`src/rtl/afifo_rd_stream_if.sv`:
```
// Read-port and stream bundle for afifo_rd_stream.
//   master : the reader. Drives fifo_rd_en, m_valid and m_data; takes fifo_empty,
//            fifo_data and m_ready.
//   slave  : the FIFO read port plus the downstream consumer, seen from outside the reader.
// Signals:
//   fifo_empty  FIFO empty flag
//   fifo_rd_en  FIFO read enable
//   fifo_data   FIFO read data, valid the cycle after an accepted read
//   m_valid     stream word valid
//   m_ready     stream consumer ready
//   m_data      stream word
interface afifo_rd_stream_if #(
    parameter int unsigned DATA_WIDTH = 8
) ();
    logic                  fifo_empty;
    logic                  fifo_rd_en;
    logic [DATA_WIDTH-1:0] fifo_data;
    logic                  m_valid;
    logic                  m_ready;
    logic [DATA_WIDTH-1:0] m_data;

    modport master (
        input  fifo_empty,
        input  fifo_data,
        input  m_ready,
        output fifo_rd_en,
        output m_valid,
        output m_data
    );

    modport slave (
        output fifo_empty,
        output fifo_data,
        output m_ready,
        input  fifo_rd_en,
        input  m_valid,
        input  m_data
    );
endinterface

```
`src/rtl/afifo_rd_stream.sv`:
```
// Read-side consumer for the dual-clock Gray-pointer FIFO. Issues FIFO reads under a credit
// rule, captures the read data one RClk later, and presents the words as a valid/ready
// stream through a 2-entry skid buffer. Sustains one word per cycle and drops nothing
// under backpressure.
// Ports:
//   RClk        read-domain clock, all state on the rising edge
//   PresetFull  asynchronous active-high reset
//   flush       synchronous discard of buffered and in-flight words
//   word_cnt    count of words accepted downstream, wraps
//   bus         FIFO read port and output stream (master side)
module afifo_rd_stream #(
    parameter int unsigned DATA_WIDTH = 8,
    parameter int unsigned CNT_WIDTH  = 16
) (
    input  logic                   RClk,
    input  logic                   PresetFull,
    input  logic                   flush,
    output logic [CNT_WIDTH-1:0]   word_cnt,
    afifo_rd_stream_if.master      bus
);

    // Encoding equals the number of buffered words.
    typedef enum logic [1:0] {
        StEmpty = 2'd0,
        StOne   = 2'd1,
        StTwo   = 2'd2
    } state_e;

    state_e                r_state;
    state_e                w_state_d;
    logic                  r_pend;
    logic [DATA_WIDTH-1:0] r_head;
    logic [DATA_WIDTH-1:0] r_tail;
    logic [DATA_WIDTH-1:0] w_head_d;
    logic [DATA_WIDTH-1:0] w_tail_d;
    logic [CNT_WIDTH-1:0]  r_cnt;

    logic                  w_pop;
    logic                  w_push;
    logic                  w_rd_en;
    logic [2:0]            w_occ;
    logic [2:0]            w_lim;

    always_comb begin
        w_pop  = (r_state != StEmpty) & bus.m_ready;
        w_push = r_pend & ~flush;
        // count + pend - pop < 2, rearranged to avoid an unsigned underflow.
        w_occ   = 3'(r_state) + 3'(r_pend);
        w_lim   = 3'd2 + 3'(w_pop);
        w_rd_en = ~bus.fifo_empty & ~flush & ~PresetFull & (w_occ < w_lim);
    end

    always_comb begin
        w_state_d = r_state;
        w_head_d  = r_head;
        w_tail_d  = r_tail;
        unique case (r_state)
            StEmpty: begin
                if (w_push) begin
                    w_state_d = StOne;
                    w_head_d  = bus.fifo_data;
                end
            end
            StOne: begin
                if (w_push && !w_pop) begin
                    w_state_d = StTwo;
                    w_tail_d  = bus.fifo_data;
                end else if (w_pop && !w_push) begin
                    w_state_d = StEmpty;
                end else if (w_push && w_pop) begin
                    w_head_d = bus.fifo_data;
                end
            end
            StTwo: begin
                // Credit rule never lets a push arrive here without a pop.
                if (w_pop) begin
                    w_head_d = r_tail;
                    if (w_push) begin
                        w_tail_d = bus.fifo_data;
                    end else begin
                        w_state_d = StOne;
                    end
                end
            end
            default: w_state_d = StEmpty;
        endcase
        if (flush) begin
            w_state_d = StEmpty;
        end
    end

    always_ff @(posedge RClk or posedge PresetFull) begin
        if (PresetFull) begin
            r_state <= StEmpty;
            r_pend  <= 1'b0;
            r_head  <= '0;
            r_tail  <= '0;
            r_cnt   <= '0;
        end else begin
            r_state <= w_state_d;
            r_pend  <= w_rd_en;
            r_head  <= w_head_d;
            r_tail  <= w_tail_d;
            // A handshake completed at a flush edge still counts as delivered.
            r_cnt   <= r_cnt + CNT_WIDTH'(w_pop);
        end
    end

    always_comb begin
        bus.fifo_rd_en = w_rd_en;
        bus.m_valid    = (r_state != StEmpty);
        bus.m_data     = r_head;
        word_cnt       = r_cnt;
    end

endmodule

```
`src/flat_wrapper.sv`:
```
// flat-port wrapper written by rule: the top's interface ports become plain ports
module afifo_rd_stream_flat 
#(
    parameter int unsigned DATA_WIDTH = 8,
    parameter int unsigned CNT_WIDTH  = 16
)
  (RClk, PresetFull, flush, word_cnt, bus_fifo_empty, bus_fifo_data, bus_m_ready, bus_fifo_rd_en, bus_m_valid, bus_m_data);
  afifo_rd_stream_if #(.DATA_WIDTH(DATA_WIDTH)) bus_i ();
  input  logic RClk;
  input  logic PresetFull;
  input  logic flush;
  output logic [CNT_WIDTH-1:0] word_cnt;
  input wire logic [$bits(bus_i.fifo_empty)-1:0] bus_fifo_empty;
  input wire logic [$bits(bus_i.fifo_data)-1:0] bus_fifo_data;
  input wire logic [$bits(bus_i.m_ready)-1:0] bus_m_ready;
  output wire logic [$bits(bus_i.fifo_rd_en)-1:0] bus_fifo_rd_en;
  output wire logic [$bits(bus_i.m_valid)-1:0] bus_m_valid;
  output wire logic [$bits(bus_i.m_data)-1:0] bus_m_data;
  assign bus_i.fifo_empty = bus_fifo_empty;
  assign bus_i.fifo_data = bus_fifo_data;
  assign bus_i.m_ready = bus_m_ready;
  assign bus_fifo_rd_en = bus_i.fifo_rd_en;
  assign bus_m_valid = bus_i.m_valid;
  assign bus_m_data = bus_i.m_data;
  afifo_rd_stream #(.DATA_WIDTH(DATA_WIDTH), .CNT_WIDTH(CNT_WIDTH)) u_core (.RClk(RClk), .PresetFull(PresetFull), .flush(flush), .word_cnt(word_cnt), .bus(bus_i));
endmodule
```
`config.mk`:
```
export PLATFORM = sky130hd
export DESIGN_NAME = afifo_rd_stream_flat
export DESIGN_NICKNAME = d
export VERILOG_FILES = /design/src/rtl/afifo_rd_stream_if.sv /design/src/rtl/afifo_rd_stream.sv /design/src/flat_wrapper.sv
export SDC_FILE = /design/constraint.sdc
export NUM_CORES = 1
export LEC_CHECK = 0
export ABC_AREA = 1
export BUFFER_PORTS_ARGS = -buffer_cell sky130_fd_sc_hd__clkbuf_2
export CORE_AREA = 2 2 79 81
export CTS_BUF_LIST = sky130_fd_sc_hd__clkbuf_16
export CTS_CLUSTER_SIZE = 24
export DETAILED_ROUTE_END_ITERATION = 8
export DIE_AREA = 0 0 81 83
export REMOVE_ABC_BUFFERS = 1
export SYNTH_ARGS = -nofsm -noshare
export SYNTH_HDL_FRONTEND = slang
export SYNTH_SLANG_ARGS = --single-unit
```
`constraint.sdc`:
```
create_clock -name RClk -period 2.15 [get_ports RClk]
set_clock_uncertainty 0.1 [all_clocks]
set_input_delay 0.43 -clock RClk [delete_from_list [all_inputs] [get_ports RClk]]
set_output_delay 0.43 -clock RClk [all_outputs]
set_load 0.01 [all_outputs]
```
* After elaboration in Yosys (flattened, before gate mapping) *
Index checks and enable logic that the tools add are counted.

operators by class
  equality and inequality tests = 13
  bitwise logic cells = 8
  reduce and logical (&&, ||, !) cells = 12
  magnitude comparators = 1
  muxes and demuxes = 16
  add/subtract/negate cells = 3

operator list
  cell                                                   count
  two-way mux 8 bit                                      7
  case mux 8 bit (3 select lines)                        1
  adder 16 x 1 -> 16 bit                                 1
  case mux 8 bit (2 select lines)                        1
  two-way mux 2 bit                                      6
  inequality test 2 x 1 -> 1 bit, second input constant  5
  AND reduction 4 bit                                    2
  inequality test 3 x 2 -> 1 bit, second input constant  2
  case mux 2 bit (3 select lines)                        1
  AND reduction 6 bit                                    1
  AND 1 bit                                              5
  inequality test 2 bit, second input constant           2
  inequality test 4 x 2 -> 1 bit, second input constant  1
  nonzero test 2 bit                                     2
  adder 2 x 1 -> 3 bit                                   1
  adder 2 x 1 -> 3 bit, first input constant             1
  logical AND 1 bit                                      3
  less-than comparator 3 bit                             1
  inequality test 3 bit, second input constant           1
  inverter 1 bit                                         3
  nonzero test 3 bit                                     1
  equality test 2 x 1 -> 1 bit, second input constant    1
  equality test 2 bit, second input constant             1
  zero test 1 bit                                        2
  zero test 2 bit                                        1

word-level totals
  input port bits = 13
  register bits = 35

* Logic depth before layout (Yosys ltp) *
Gate-level depths: netlist of run 1.

  depth after elaboration = 8
  mapped depth = 10

* Worst setup path before layout of run 1 *
No wires, ideal clock.

  kind = reg2out
  start point = register u_core.r_pend
  end point = output port bus_fifo_rd_en
  arrival = 1081 ps
  stages on the path, launching flop included = 5
  path slack = 539 ps
  buffers on the path = 0
  required time = 1620 ps
  cells stage by stage = dfrtp_1 -> ha_1 -> ha_1 -> o21ai_0 -> and3_1

on the way
  cells in the longest elaborated chain, start to end = 3

RTL lines
  what                        RTL line                RTL
  from (decl)                 afifo_rd_stream.sv:31   logic r_pend;
  from (signal assigned)      afifo_rd_stream.sv:101  r_pend <= w_rd_en;
  adder 2 x 1 -> 3 bit        afifo_rd_stream.sv:48   w_occ = 3'(r_state) + 3'(r_pend);
  less-than comparator 3 bit  afifo_rd_stream.sv:50   w_rd_en = ~bus.fifo_empty & ~flush & ~PresetFull & (w_occ < w_lim);
  AND 1 bit                   afifo_rd_stream.sv:50
  to (decl)                   flat_wrapper.sv:16      output wire logic [$bits(bus_i.fifo_rd_en)-1:0] bus_fifo_rd_en;

Every way passes these cells.

* Final worst setup path of run 1 *
  start point = register u_core.r_state[0]
  end point = output port bus_fifo_rd_en

on the way
  cells in the longest elaborated chain, start to end = 5
  elaborated cells on any way between the ends = 6

RTL lines
  what                          RTL line                RTL
  from (decl)                   afifo_rd_stream.sv:29   state_e r_state;
  from (signal assigned)        afifo_rd_stream.sv:94   r_state <= StEmpty;
  from (signal assigned)        afifo_rd_stream.sv:100  r_state <= w_state_d;
  nonzero test 2 bit            afifo_rd_stream.sv:45   w_pop = (r_state != StEmpty) & bus.m_ready;
  AND 1 bit                     afifo_rd_stream.sv:45
  adder 2 x 1 -> 3 bit          afifo_rd_stream.sv:49   w_lim = 3'd2 + 3'(w_pop);
  less-than comparator 3 bit *  afifo_rd_stream.sv:50
  AND 1 bit *                   afifo_rd_stream.sv:50

Every way passes the cells marked *; elsewhere a longest branch is shown, timed or not.

==> results of run 1 <==
==> worst max-delay path: stages (launching register included) <==
cell and delay [ns]:
dfrtp_2 0.42, ha_2 0.17, ha_1 0.26, o21ai_1 0.06, and3_1 0.19, buf_2 0.13
==> layout by cell type, fill, tap and decap left out, types with 2 or more instances in the layout <==
cell type,netlist,final
a21oi_1,4,4
buf_4,0,7
clkbuf_16,0,5
clkbuf_2,0,37
dfrtp_1,35,33
dfrtp_2,0,2
ha_1,3,2
inv_1,26,26
nand2_1,65,65
nand3_1,8,8
nand4_1,4,4
nor2_1,19,19
nor2_4,2,2
o21ai_0,12,11
o21ai_1,8,9
o21ai_2,8,8
xnor2_1,3,3
xor2_1,3,3
==> stage by stage <==
| step | hold slack, ns | util | cells | cell area, um2 | setup WS, ns |
|---|---|---|---|---|---|
| after global placement | 0.359 | 0.347 | 324 | 2020 | 0.319 |
| after CTS | 0.171 | 0.375 | 332 | 2180 | 0.0137 |
| after floorplan | 0.350 | - | 210 | 1720 | 0.456 |
| after detailed placement | 0.363 | 0.347 | 324 | 2020 | 0.272 |
| after global routing | 0.199 | 0.383 | 338 | 2230 | 0.0122 |
| final | 0.150 | 0.383 | 338 | 2230 | 0.116 |
==> power breakdown <==
group          total [mW]  leakage (nW)  internal (mW)  switching [mW]
combinational       0.434         0.644          0.192           0.242
sequential          0.916         0.453          0.797           0.119
clock               0.807        0.0812          0.540           0.267
total                2.16          1.18           1.53           0.627
==> worst min-delay path by stage <==
stage	end	slack, ns	depth (start not counted)
final	u_core.r_tail[3]	0.15	3
after detailed placement	u_core.r_tail[2]	0.36	2
after global routing	u_core.word_cnt[1]	0.20	3
after floorplan	u_core.r_tail[0]	0.35	2
after CTS	u_core.word_cnt[1]	0.17	3
after global placement	u_core.r_tail[6]	0.36	2
==> sequential cells by signal (all words and copies together), names as in the netlist <==
name	flops
u_core.r_pend	1
u_core.word_cnt	16
u_core.bus.m_data	8
u_core.r_tail	8
u_core.r_state	2
==> final cells by class <==
cell class              count  area share
multi-input cells         148       0.336
clock buffers               5      0.0561
inverters                  27      0.0455
clock inverters             3      0.0174
well taps                  75      0.0421
repair buffers             45       0.109
flip-flops and latches     35       0.394
==> what timing repair did <==
item                       in CTS  in global routing
resized for setup               1                  4
setup endpoints to repair       1                  1
buffers inserted                0                  6
pin swaps                       0                  1
==> metal layers <==
metal / wire (um) / GRT usage / vias up / share of wire
met3: 191 / 0.0402 / 5 / 0.052
met5: 0 / 0 / - / 0
met4: 68 / 0.0539 / 0 / 0.018
li1: - / - / 779 / -
met2: 1600 / 0.174 / 37 / 0.44
met1: 1820 / 0.164 / 669 / 0.49
==> kinds of logic after synthesis <==
kind of cell    after synthesis  synth area share
buf+inv                      31            0.0795
xor+xnor                      6            0.0298
flops                        35             0.497
fa+ha+maj                     3            0.0213
simple gates                104             0.252
compound gates               35             0.121
==> metrics, run 1 <==
status=completed; Synth Warn #=0; Layout Nets=278; FF+latch area=878 um2; worst r2r path cells=9; RSZ-0062 raised after global routing=false; Synth Area per Inst=8.24 um2; first-pass GRT wire length=6340 um; Max clock buf depth=2; largest net degree at the start of global routing=36; via count=1,490; period utilisation layout=0.946; fill cell count=628; hold-fix buffer count after cts=0; # IOs=39; Die H=83 um; Post-synth EDFFs=0; Die Area=6720 um2; Final TNS setup=0 ns; total global-route track usage=0.121; Max FO, Critical Path=3; Setup Viol. Count Final=0; startpoint types=register; flop-to-flop setup slack=0.41 ns; Die Wd=81 um; Peak Freq=0.492 GHz; share of cells above drive strength 1=0.266; TritonCTS buffer count=5; initial DRC count=36; wire per inst=10.9 um; register area share after synthesis=0.497; Residual DRC=0; type of the worst setup path=register to primary output; IO buf count=38; top-count cell post-synth=nand2_1; Final Power=2.16 mW; routability congestion estimate=0.770; Syn Std Cell Area=1760 um2; worst min path class=input pin to async pin; vias in the first global route=1,380; Worst Setup End Kind=primary output; DR pass1 iterations=7; worst setup path start=u_core.r_state[0]; cell taking the most area after synthesis=dfrtp_1; asr flop ratio synth=1.00; P&R area growth vs syn=26.5%; CTS H-tree depth=2; Max Slew Vio Count=0; final wirelength=3690 um; top cell type's share of synthesized area=0.497; diode count=0; maximum vdd drop=0.334 mV; WP data required=1.62 ns; CP Data Arrival Time=1.50 ns; clock slew at reported path FFs=0.06 ns; CTS sink cnt=35; Area contributors post-synth=dfrtp_1 50%, nand2_1 14%, inv_1 5.5%, nor2_1 4.0%, o21ai_2 4.0%; PwrDens=967 nW/um2; core area=5820 um2; Final Hold Fails=0; Skew-Pair Late Insertion Delay=0.28 ns; area of the multi-input gates=749 um2; starting density of the core=0.303; FF-to-FF Start=u_core.r_state[0]; ys flop type=dfrtp_1; cells after synthesis=214; crit path to=bus_fifo_rd_en; CTS tree=done; number of cell rows=28; worst-margin pin slew=0.500 ns; max_cap viols=0; leak pwr=1.18 nW; antenna viol nets, final=0; detailed placement HPWL=2620 um; initial antenna violation count=0; gr ovfl total=0; R2R Path End=u_core.word_cnt[14]; Commonest cells post-synth=65 x nand2_1, 35 x dfrtp_1, 26 x inv_1, 19 x nor2_1, 12 x o21ai_0; vias per cell=4.41; CTS root buffer=clkbuf_16; count of different cell masters after synthesis=26; Min Clock Period, post-route=2.03 ns; #FFs+latches synth=35; Rel. slew slack=0.666
Note: power is estimated with default switching activity, not from simulation.
==> run 2, diff against run 1 <==
- clock period: 2.15 -> 1.65 ns (I/O delays scaled with it)
==> run 2 against run 1 <==
  * The flow now finishes with violations (negative setup slack)
  * Sequential share of layout area decreased by 3.0 points
  * Combinational power rose by 47%
  * Non-clock buffer count grew 9
  * Die area unchanged
  * Largest cell class unchanged
  * Largest power group unchanged
  * Highest routed layer unchanged
==> metrics, run 2 (synthesis results as in run 1) <==
status=finished, violations left; failing checks=negative setup slack; routability congestion estimate=0.807; largest net degree at the start of global routing=36; Rel. slew slack=0.702; total global-route track usage=0.129; Final Power=2.74 mW; core area=5820 um2; Peak Freq=0.535 GHz; TritonCTS buffer count=5; R2R Path End=u_core.word_cnt[14]; Die H=83 um; Max clock buf depth=2; WP depth=5; number of cell rows=28; via count=1,537; worst min path class=input pin to async pin; period utilisation layout=1.13; max reg flops=16; Worst Setup End Kind=primary output; Die Wd=81 um; # IOs=39; most common cell after layout, fill and taps aside=nand2_1; CTS root buffer=clkbuf_16; CTS H-tree depth=2; worst slack at placement=-0.0413 ns; leak pwr=1.25 nW; CTS sink cnt=35; cell family with most CP delay=adder cells; initial DRC count=45; detailed placement HPWL=2740 um; Max FO, Critical Path=3; first-pass GRT wire length=6780 um; clock slew at reported path FFs=0.05 ns; flop-to-flop setup slack=-0.04 ns; vias in the first global route=1,506; CP Data Arrival Time=1.44 ns; Layout Nets=287; PwrDens=1140 nW/um2; Skew-Pair Late Insertion Delay=0.28 ns; CTS tree=done; worst r2r path cells=9; Buf/Inv on CP=1; Max Slew Vio Count=0; maximum vdd drop=0.489 mV; gr ovfl total=0; final wirelength=3880 um; initial antenna violation count=0; diode count=0; DR pass1 iterations=4; startpoint types=register; Hold WS=0.0425 ns; Min Clock Period, post-route=1.87 ns; FF-to-FF Start=u_core.r_state[1]; Residual DRC=0; CP Cell Sequence=ha_2 > ha_4 > o21ai_2 > and3_4 > buf_6; IO buf count=38; fill cell count=620; type of the worst setup path=register to primary output; P&R area growth vs syn=36.8%; antenna viol nets, final=0; vias per cell=4.43; CP peak stage delay=0.40 ns; Die Area=6720 um2; WP data required=1.22 ns; Final Hold Fails=0; wire per inst=11.2 um; worst-margin pin slew=0.446 ns; max_cap viols=0; most frequent cells in the layout=63 x nand2_1, 36 x clkbuf_2, 34 x dfrtp_1; hold-fix buffer count after cts=0; Setup Viol. Count Final=3; slowest CP cell=dfrtp_1; Final WS setup=-0.218 ns; share of cells above drive strength 1=0.346; starting density of the core=0.303; RSZ-0062 raised after global routing=true
## run 2: cell count changes in the layout (fill, tap and decap cells not counted), moves of 2 or more
| cell | change |
|---|---|
| nor2_1 | -3 |
| nand3_1 | -3 |
| o21ai_2 | +2 |
| buf_4 | +4 |
| nor2_2 | +2 |
| nand2_1 | -2 |
| clkinv_2 | +2 |
| nand3_2 | +2 |
| ha_1 | -2 |
| buf_6 | +6 |
## run 2: report_power, final
part | switching [mW] | total (mW) | internal [mW]
logic | 0.354 | 0.640 | 0.286
clock network | 0.344 | 0.894 | 0.550
registers | 0.169 | 1.21 | 1.04
## run 2: metal layers
| metal | GRT usage | share of wire | up-vias |
|---|---|---|---|
| met5 | 0 | 0 | - |
| met3 | 0.0326 | 0.054 | 7 |
| li1 | - | - | 797 |
| met2 | 0.196 | 0.47 | 35 |
| met4 | 0.0508 | 0.018 | 0 |
| met1 | 0.173 | 0.45 | 698 |
## run 2: tightest hold or removal path: stages
cell,delay (ns)
clkbuf_2,0.09
inv_1,0.04
buf_4,0.38
## run 2: final cells by class
cell class	instances	area [um2]	share of cell area
flip-flops and latches	35	877	0.364
multi-input cells	148	847	0.351
repair buffers	54	350	0.145
clock buffers	5	125	0.0519
inverters	27	104	0.0431
well taps	75	93.8	0.0389
clock inverters	3	15.0	0.00622
## run 2: worst max path at each step
stage	endpoint	slack (ns)	startpoint
after floorplan	u_core.word_cnt[14]	0.04	u_core.r_state[0]
after global placement	u_core.word_cnt[14]	0.01	bus_m_ready
after detailed placement	u_core.word_cnt[14]	-0.04	bus_m_ready
after CTS	bus_fifo_rd_en	-0.28	u_core.r_state[0]
after global routing	bus_fifo_rd_en	-0.28	u_core.r_state[0]
final	bus_fifo_rd_en	-0.22	u_core.r_state[0]
## run 2: repair_timing
action                     4_1_cts  5_1_grt
pin swaps                        6        3
setup endpoints to repair        2       15
gates resized for setup         12       21
buffers inserted                 2        3
## run 2: metrics by stage
step / setup TNS [ns] / instances / utilization / area (um2)
2_1_floorplan: 0 / 210 / - / 1720
6_report: -0.267 / 347 / 0.415 / 2410
5_1_grt: -0.989 / 347 / 0.415 / 2410
4_1_cts: -0.388 / 344 / 0.396 / 2300
3_3_place_gp: 0 / 334 / 0.362 / 2100
3_5_place_dp: -0.0534 / 334 / 0.362 / 2100
